[src/rtl/block_xfer_sequencer.sv]
// rtl/block_xfer_sequencer.sv - expands LDM/STM register lists into one micro-op per unstalled cycle
module block_xfer_sequencer #(
  parameter int STEP = 4
) (
  input  logic        clk,
  input  logic        rst,
  input  logic        stall,
  input  logic        flush,
  input  logic        inbubble,
  input  logic [31:0] insn,
  input  logic [31:0] inpc,
  input  logic [31:0] rn_val,
  output logic        outstall,
  output logic        outbubble,
  output logic [31:0] outpc,
  output logic [31:0] outinsn,
  output logic        outuop,
  output logic [3:0]  outreg,
  output logic [31:0] outaddr,
  output logic        outload,
  output logic        outfirst,
  output logic        outlast,
  output logic        outwb,
  output logic [31:0] outwbdata
);

  typedef enum logic {IDLE, RUN} state_t;

  state_t      state, state_next;
  logic [15:0] remaining, rem_next;
  logic        wb_en, wb_en_next;

  logic        bubble_next, uop_next, load_next, first_next, last_next, wb_next;
  logic [31:0] pc_next, insn_next, addr_next, wbdata_next;
  logic [3:0]  reg_next;

  logic        blk;
  logic [15:0] list, list_rest;
  logic [4:0]  n;
  logic [31:0] step_w, span, start_addr, wb_addr;
  logic        multi_left;

  function automatic logic [3:0] low_idx(input logic [15:0] v);
    low_idx = 4'd0;
    for (int i = 15; i >= 0; i--)
      if (v[i]) low_idx = i[3:0];
  endfunction

  assign blk        = !inbubble && (insn[27:25] == 3'b100);
  assign list       = insn[15:0];
  assign list_rest  = list & (list - 16'd1);
  assign step_w     = 32'(STEP);
  assign span       = {27'd0, n} * step_w;
  assign start_addr = insn[23] ? rn_val + (insn[24] ? step_w : 32'd0)
                               : rn_val - span + (insn[24] ? 32'd0 : step_w);
  assign wb_addr    = insn[23] ? rn_val + span : rn_val - span;
  // More than one register still queued means Issue must keep holding.
  assign multi_left = (remaining & (remaining - 16'd1)) != 16'd0;
  assign outstall   = stall || (state == RUN && multi_left);

  always_comb begin
    n = 5'd0;
    for (int i = 0; i < 16; i++)
      n = n + 5'(list[i]);
  end

  always_comb begin
    state_next  = state;
    rem_next    = remaining;
    wb_en_next  = wb_en;
    bubble_next = outbubble;
    pc_next     = outpc;
    insn_next   = outinsn;
    uop_next    = outuop;
    reg_next    = outreg;
    addr_next   = outaddr;
    load_next   = outload;
    first_next  = outfirst;
    last_next   = outlast;
    wb_next     = outwb;
    wbdata_next = outwbdata;
    if (flush) begin
      state_next  = IDLE;
      rem_next    = 16'd0;
      bubble_next = 1'b1;
      uop_next    = 1'b0;
      first_next  = 1'b0;
      last_next   = 1'b0;
      wb_next     = 1'b0;
    end else if (!stall) begin
      unique case (state)
        IDLE: begin
          pc_next     = inpc;
          insn_next   = insn;
          bubble_next = inbubble;
          uop_next    = 1'b0;
          first_next  = 1'b0;
          last_next   = 1'b0;
          wb_next     = 1'b0;
          if (blk) begin
            // An empty list degenerates to a bubble.
            bubble_next = (n == 5'd0);
            if (n != 5'd0) begin
              uop_next    = 1'b1;
              first_next  = 1'b1;
              reg_next    = low_idx(list);
              addr_next   = start_addr;
              load_next   = insn[20];
              wb_en_next  = insn[21];
              wbdata_next = wb_addr;
              rem_next    = list_rest;
              if (list_rest != 16'd0) begin
                state_next = RUN;
              end else begin
                last_next = 1'b1;
                wb_next   = insn[21];
              end
            end
          end
        end
        RUN: begin
          reg_next   = low_idx(remaining);
          rem_next   = remaining & (remaining - 16'd1);
          addr_next  = outaddr + step_w;
          first_next = 1'b0;
          last_next  = !multi_left;
          wb_next    = wb_en && !multi_left;
          if (!multi_left) state_next = IDLE;
        end
        default: state_next = IDLE;
      endcase
    end
  end

  always_ff @(posedge clk or posedge rst) begin
    if (rst) begin
      state     <= IDLE;
      remaining <= 16'd0;
      wb_en     <= 1'b0;
      outbubble <= 1'b1;
      outpc     <= 32'd0;
      outinsn   <= 32'd0;
      outuop    <= 1'b0;
      outreg    <= 4'd0;
      outaddr   <= 32'd0;
      outload   <= 1'b0;
      outfirst  <= 1'b0;
      outlast   <= 1'b0;
      outwb     <= 1'b0;
      outwbdata <= 32'd0;
    end else begin
      state     <= state_next;
      remaining <= rem_next;
      wb_en     <= wb_en_next;
      outbubble <= bubble_next;
      outpc     <= pc_next;
      outinsn   <= insn_next;
      outuop    <= uop_next;
      outreg    <= reg_next;
      outaddr   <= addr_next;
      outload   <= load_next;
      outfirst  <= first_next;
      outlast   <= last_next;
      outwb     <= wb_next;
      outwbdata <= wbdata_next;
    end
  end

endmodule

[config.mk]
export PLATFORM = sky130hd
export DESIGN_NAME = block_xfer_sequencer
export DESIGN_NICKNAME = d
export VERILOG_FILES = /design/src/rtl/block_xfer_sequencer.sv
export SDC_FILE = /design/constraint.sdc
export NUM_CORES = 1
export LEC_CHECK = 0
export ABC_AREA = 1
export BUFFER_PORTS_ARGS = -buffer_cell sky130_fd_sc_hd__buf_2
export CAP_MARGIN = 0
export CORE_ASPECT_RATIO = 1.1
export CORE_MARGIN = 5
export CORE_UTILIZATION = 57
export DETAILED_ROUTE_END_ITERATION = 10
export PLACE_DENSITY_LB_ADDON = 0.05
export SETUP_SLACK_MARGIN = 0.1
export SYNTH_ARGS = -nofsm -noshare
export SYNTH_HDL_FRONTEND = slang
export SYNTH_SLANG_ARGS = --single-unit
[constraint.sdc]
create_clock -name clk -period 5.3 [get_ports clk]
set_input_delay 0.265 -clock clk [delete_from_list [all_inputs] [get_ports clk]]
set_output_delay 0.265 -clock clk [all_outputs]
set_load 0.02 [all_outputs]
# Yosys cells after proc, flatten, opt, wreduce, memory -nomap -nowiden

Cells that the tools add are included.

Latch bits: 0
Bits in registers: 156
Output and inout bits: 139
Logic and storage cells: 141
Input port bits: 101
Memories: 0
Memory bits (writable): 0
Bits in read-only memories: 0

$add $sub $neg: 22
Shift-type cells: 0
Magnitude comparators: 0
Reductions and logical operators: 15
Multipliers: 0
Equal/unequal tests: 7
Mux-type cells: 78
Divide/modulo/power cells: 0
Bitwise operators: 5

Operator list:

| cell                    | count |
|---|---|
| $mux W4                 | 34 |
| $mux W32                | 4 |
| $add A32 B3 Y32         | 2 |
| $mux W16                | 4 |
| $pmux W32 S2            | 1 |
| $add A5 B1 Y5           | 11 |
| $add A32 B3 Y32 const B | 1 |
| $add A32 B7 Y32         | 1 |
| $and A16 B16 Y16        | 2 |
| $pmux W16 S2            | 1 |
| $reduce_bool A16 Y1     | 2 |
| $sub A16 B1 Y16 const B | 2 |
| $sub A32 B7 Y32         | 1 |
| $mux W1                 | 27 |
| $pmux W1 S2             | 4 |
| $pmux W4 S2             | 1 |
| $mux W3                 | 2 |
| $ne A2 B2 Y1 const B    | 3 |
| $ne A3 B3 Y1 const B    | 2 |
| $reduce_and A3 Y1       | 2 |
| $add A4 B1 Y5           | 1 |
| $logic_not A5 Y1        | 1 |
| $reduce_and A5 Y1       | 1 |
| $reduce_bool A5 Y1      | 1 |
| other kinds (11)        | 16 |

# Logic depth before layout (Yosys ltp)

Depth in word-level cells: 21
Gate-level depth with buffers: 31
Gate-level depth less buffers: 31

# Worst setup path before layout

OpenSTA, ideal clock, no wires.

Path type: input to register
From: input port insn[0]
To: register outaddr[26]
Data required time: 5.183 ns
Buffers on the path: 0
Stages on the path: 24
Arrival time: 4.969 ns
Library setup time: 0.117 ns
Path slack: 0.215 ns
Cells stage by stage: inv_1 > fa_1 > fa_1 > fa_1 > fa_1 > inv_1 > ha_1 > inv_1 > fa_1 > fa_1 > ha_1 > inv_1 > nor2_1 > nand3_2 > nor2_2 > nand3_2 > nor2_4 > nand2_4 > nor2_8 > inv_1 > o21ai_1 > nand3_1 > nand2_1 > nand2_1

Cells in the longest elaborated chain, start to end: 21
Elaborated cells on any way between the ends: 24
Those cells by class: 17 x add/sub; 1 x eq/ne; 4 x mux; 2 x reduce/logical

Ends and longest elaborated chain:

| element                          | line | RTL |
|---|---|---|
| start, declared                  | 10   | `input logic [31:0] insn,` |
| $add A1 B1 Y2 (*)                | 64   | `n = n + 5'(list[i]);` |
| $add A2 B1 Y3 (*)                | 64   |  |
| $add A3 B1 Y4 (*)                | 64   |  |
| $add A4 B1 Y5 (*)                | 64   |  |
| $add A5 B1 Y5 (*) (11 in series) | 64   |  |
| $sub A32 B7 Y32                  | 55   | `: rn_val - span + (insn[24] ? 32'd0 : step_w);` |
| $add A32 B3 Y32                  | 55   |  |
| $mux W32                         | 54   | `assign start_addr = insn[23] ? rn_val + (insn[24] ? step_w : 32'd0)` |
| $mux W32                         | 103  | `if (n != 5'd0) begin` |
| $mux W32                         | 100  | `if (blk) begin` |
| $pmux W32 S2                     | 91   | `unique case (state)` |
| end signal, assigned             | 160  | `outaddr <= addr_next;` |
| end, declared                    | 19   | `output logic [31:0] outaddr,` |

Mark *: on every way between the ends. The rest lies on a longest branch, timed or not. The select of a mux whose other input is x is not followed.
A chain may end at the register's enable or synchronous reset.

# Worst setup path after layout

From: input port insn[11]
To: register outaddr[31]

Cells in the longest elaborated chain, start to end: 11
Elaborated cells on any way between the ends: 14
Those cells by class: 7 x add/sub; 1 x eq/ne; 4 x mux; 2 x reduce/logical

Ends and longest elaborated chain:

| element                         | line |
|---|---|
| $add A5 B1 Y5 (*) (5 in series) | 64 |
| $sub A32 B7 Y32                 | 55 |
| $add A32 B3 Y32                 | 55 |
| $mux W32                        | 54 |
| $mux W32                        | 103 |
| $mux W32                        | 100 |
| $pmux W32 S2                    | 91 |

Marked as above.

==> impl_metrics.csv <==
group,metric,value,unit
logic_synthesis,yosys_register_bits,155,
sta,unrepaired_setup_endpoints_after_global_routing,"true",
sta,post-route-min-period,5.172,ns
sta,final_min_period_over_clock_period,97.59,%
cts,register_clock_pin_slew_on_the_reported_worst_setup_and_hold_paths,0.08,ns
finish,design.final.nets,2236,
worst_setup_path,crit_path_start_kind,"input port",
route,router_iterations_before_antenna_repair,6,
power_and_ir_drop,power.share.sequential,27.7,%
global_route,grt_start_max_net_pins,98,
die,die_width,147.1,um
worst_setup_path,critPathCaptureType,"flip-flop",
global_route,met3_usage,5.926,%
finish,ratio_of_cells_with_drive_above_1_in_the_final_layout,26.79,%
min_path,worst_hold_path_class,"input port to async pin",
power_and_ir_drop,cell_internal_pwr,3.494,mW
power_and_ir_drop,p_clk_share,19.6,%
cts,later_pin_clock_latency_in_the_skew_report,0.45,ns
cts,cts-htree-levels,4,
power_and_ir_drop,sw_frac_of_total,46.75,%
logic_synthesis,synth_flop_cell,"sky130_fd_sc_hd__dfrtp_1",
logic_synthesis,post-synth-top-area-fraction,32.72,%
sta,setup_viol,0,
logic_synthesis,synthCells,1778,
global_route,grt_usage,34.64,%
placed_design,hpwlAfterDp,32100,um
finish,n_antenna_cell,0,
cts,numCtsBuffers,17,
sta,worst_clock_skew,0.01579,ns
logic_synthesis,synth-edff-count,0,
cts,tritoncts_num_sinks,155,
die,initial_utilization,57.62,%
placed_design,io_buffers,239,
worst_setup_path,crit_type,"input port to flip-flop",
logic_synthesis,netlist_area,11780,um2
die,die-height,160.8,um
global_route,grt_pass1_wl,65940,um
logic_synthesis,synth_async_sr_flop_share,100.0,%
power_and_ir_drop,power_density,434.2,nW/um2
die,num_io_pins,240,
logic_synthesis,yosysTopAreaCell,"sky130_fd_sc_hd__dfrtp_1",
route,detail_route.drc_violations,0,
finish,multi_input_comb_area,7224,um2
power_and_ir_drop,total_switching_power,3.068,mW
power_and_ir_drop,cellLeakagePower,7.817,nW
die,rows,55,
global_route,global_route.usage.met1,41.33,%
run_status,status,"finished clean",
global_route,grtUsageMet2,59.35,%
sta,final_hold_viol_count,0,
sta,timing_worst_slew_pin_value,1.161,ns
route,drtAntennaViolNets,0,
route,routedWlPerCell,18.13,um
global_route,grt_antenna_before_repair,0,
route,route.final.wire_length,42960,um
worst_setup_path,worst_ep_arrival_time,5.55,ns
sta,timing_max_transition_violations_final,0,
logic_synthesis,synth_seq_area_share,32.94,%
finish,nFillCells,1666,
finish,ff_latch_area,3880,um2
logic_synthesis,synth_cell_types,57,
power_and_ir_drop,irDropWorstVdd,288.8,uV
worst_setup_path,critical_path.slowest_cell,"sky130_fd_sc_hd__fa_1",
finish,layout.core_utilization,73.95,%
sta,slew_headroom,22.62,%
cts,cts_hold_buf,0,
job,max_cap_viol_count,0,
logic_synthesis,yosys_warnings,0,
power_and_ir_drop,power.share.combinational,52.7,%
placed_design,preCtsSetupSlack,-0.4182,ns
logic_synthesis,post_synth_main_area_contributors,"sky130_fd_sc_hd__dfrtp_1 (33%), sky130_fd_sc_hd__nand2_1 (18%), sky130_fd_sc_hd__inv_1 (6.7%)",
global_route,busiest_metal_layer_after_global_routing,"met2",
global_route,grt_overflow,0,
logic_synthesis,syn-num-nets,1914,
die,core_area,20440,um2
sta,fmax,193.3,MHz
finish,area_growth_syn_to_layout,28.33,%
sta,hold_slack,0.003565,ns
placed_design,place_congestion,1.038,
power_and_ir_drop,power.total,6.563,mW
cts,cts_buffer_depth,2,
die,dieArea,23640,um2
worst_setup_path,crit_path_frequent_cell,"sky130_fd_sc_hd__nor2_4",
route,vias_per_cell,5.687,
worst_setup_path,critical-path-max-stage-delay,0.59,ns
logic_synthesis,syn_avg_cell_area,6.624,um2
sta,final_critical_path_setup_slack,0.1276,ns
global_route,grt_pass1_vias,12800,
sta,totalNegativeSetupSlack,0,ns
worst_setup_path,buffers_inverters_on_critical_path,7,
route,detailroute.via_count,13473,
route,drtIter0Drc,1155,
cts,root_buffer,"sky130_fd_sc_hd__clkbuf_16",
cts,cts_tree,"yes",
worst_setup_path,crit_path_max_fanout,7,
worst_setup_path,critical-path-top-delay-family,"adder cells",
worst_setup_path,worst_ep_required_time,5.68,ns
==> per-layer routing <==
layer	part of all wire, %	vias to the layer above
met2	48	657
met3	6.8	161
met5	0	-
met1	38	6268
met4	6.6	0
li1	-	6387
==> Yosys cell counts (10+ instances only) <==
| master | instances |
|---|---|
| sky130_fd_sc_hd__a21oi_1 | 63 |
| sky130_fd_sc_hd__a31oi_1 | 10 |
| sky130_fd_sc_hd__inv_1 | 211 |
| sky130_fd_sc_hd__nor2_4 | 11 |
| sky130_fd_sc_hd__nand2_2 | 13 |
| sky130_fd_sc_hd__nand2_1 | 570 |
| sky130_fd_sc_hd__nor4_1 | 22 |
| sky130_fd_sc_hd__nor2_2 | 13 |
| sky130_fd_sc_hd__xor2_1 | 31 |
| sky130_fd_sc_hd__clkbuf_1 | 40 |
| sky130_fd_sc_hd__o21ai_1 | 12 |
| sky130_fd_sc_hd__nand4_1 | 32 |
| sky130_fd_sc_hd__nor3_1 | 25 |
| sky130_fd_sc_hd__ha_1 | 23 |
| sky130_fd_sc_hd__nand3_1 | 99 |
| sky130_fd_sc_hd__dfrtp_1 | 154 |
| sky130_fd_sc_hd__o21ai_0 | 134 |
| sky130_fd_sc_hd__o211ai_1 | 10 |
| sky130_fd_sc_hd__inv_2 | 12 |
| sky130_fd_sc_hd__fa_1 | 12 |
| sky130_fd_sc_hd__nor2_1 | 177 |
==> power by group through the flow <==
stage                     sequential (mW)  combinational [mW]  clock, mW
after floorplan                      2.14                1.51          0
after global placement               1.81                2.94          0
after detailed placement             1.82                3.00          0
after CTS                            1.80                3.04       1.28
after global routing                 1.86                3.77       1.35
final                                1.82                3.46       1.29
==> layout by cell type (no fill, tap or decap), types with 8 or more instances in the layout <==
cell type                   netlist  final
sky130_fd_sc_hd__a21oi_1         63     62
sky130_fd_sc_hd__a31oi_1         10     10
sky130_fd_sc_hd__buf_2            9    235
sky130_fd_sc_hd__buf_4            3    107
sky130_fd_sc_hd__buf_6            2      9
sky130_fd_sc_hd__clkbuf_16        0     18
sky130_fd_sc_hd__dfrtp_1        154    154
sky130_fd_sc_hd__fa_1            12      8
sky130_fd_sc_hd__ha_1            23     15
sky130_fd_sc_hd__inv_1          211    192
sky130_fd_sc_hd__inv_2           12     27
sky130_fd_sc_hd__nand2_1        570    540
sky130_fd_sc_hd__nand2_2         13     38
sky130_fd_sc_hd__nand2_4          6     10
sky130_fd_sc_hd__nand3_1         99     93
sky130_fd_sc_hd__nand3_2          8     10
sky130_fd_sc_hd__nand4_1         32     32
sky130_fd_sc_hd__nor2_1         177    163
sky130_fd_sc_hd__nor2_2          13     17
sky130_fd_sc_hd__nor2_4          11     22
sky130_fd_sc_hd__nor3_1          25     24
sky130_fd_sc_hd__nor4_1          22     21
sky130_fd_sc_hd__o211ai_1        10     10
sky130_fd_sc_hd__o21ai_0        134    130
sky130_fd_sc_hd__o21ai_1         12     12
sky130_fd_sc_hd__o22ai_1          9      9
sky130_fd_sc_hd__xor2_1          31     30
==> cells by family after synthesis <==
kind of cell               share of synthesized area, %
DFF                                               32.94
AOI/OAI and AO/OA                                 12.90
adders and majority gates                         4.483
and+or+nand+nor                                   37.79
xor gates and xnor gates                          2.603
buffers and inverters                             9.285
==> timing repair <==
item                                    in CTS  in global routing
gates cloned                                 0                  2
setup buffers                                1                 12
endpoints found under the setup margin       4                 33
gates resized for setup                      6                124
pin swaps                                    1                 68
==> state kept, by name (all words and copies together), names as in the netlist <==
signal and count:
remaining 15, outinsn 32, outload 1, outaddr 32, outwbdata 32, outfirst 1, outreg 4, outlast 1
outuop 1, outpc 32, state 1, outbubble 1, wb_en 1, outwb 1
==> layout make-up <==
class / count / area share (%)
Inverter: 225 / 5.662
Sequential cell: 155 / 25.67
Clock buffer: 17 / 2.815
Multi-Input combinational cell: 1343 / 47.80
Tap cell: 256 / 2.119
Timing Repair Buffer: 358 / 14.69
Clock inverter: 15 / 1.242
==> metrics by stage <==
| stage | area (um2) | instances |
|---|---|---|
| global route | 15110 | 2369 |
| floorplan | 11780 | 1778 |
| global placement | 13910 | 2322 |
| detailed placement | 13910 | 2322 |
| CTS | 14560 | 2355 |
| finish | 15110 | 2369 |
==> worst reg2reg max path, stage by stage, from the launching register on <==
cell and delay, ns:
sky130_fd_sc_hd__dfrtp_1 0.37, sky130_fd_sc_hd__buf_4 0.28, sky130_fd_sc_hd__nor2_4 0.31, sky130_fd_sc_hd__clkinv_1 0.36, sky130_fd_sc_hd__nor2_4 0.87, sky130_fd_sc_hd__inv_2 0.05, sky130_fd_sc_hd__buf_4 0.38, sky130_fd_sc_hd__o32a_1 0.48
==> worst paths after layout <==
kind                            from       endpoint  slack, ns  cells past startpoint
max                         insn[11]    outaddr[31]       0.13                     30
min                              rst       outpc[1]      0.004                      2
max reg2reg                    state      outbubble       2.14                      7
min reg2reg                outpc[10]      outpc[10]       0.47                      2
max in group asynchronous        rst  outwbdata[29]       3.90                      3
min in group clk            insn[30]    outinsn[30]       0.01                      3
Power figures use the tool's default switching activity.
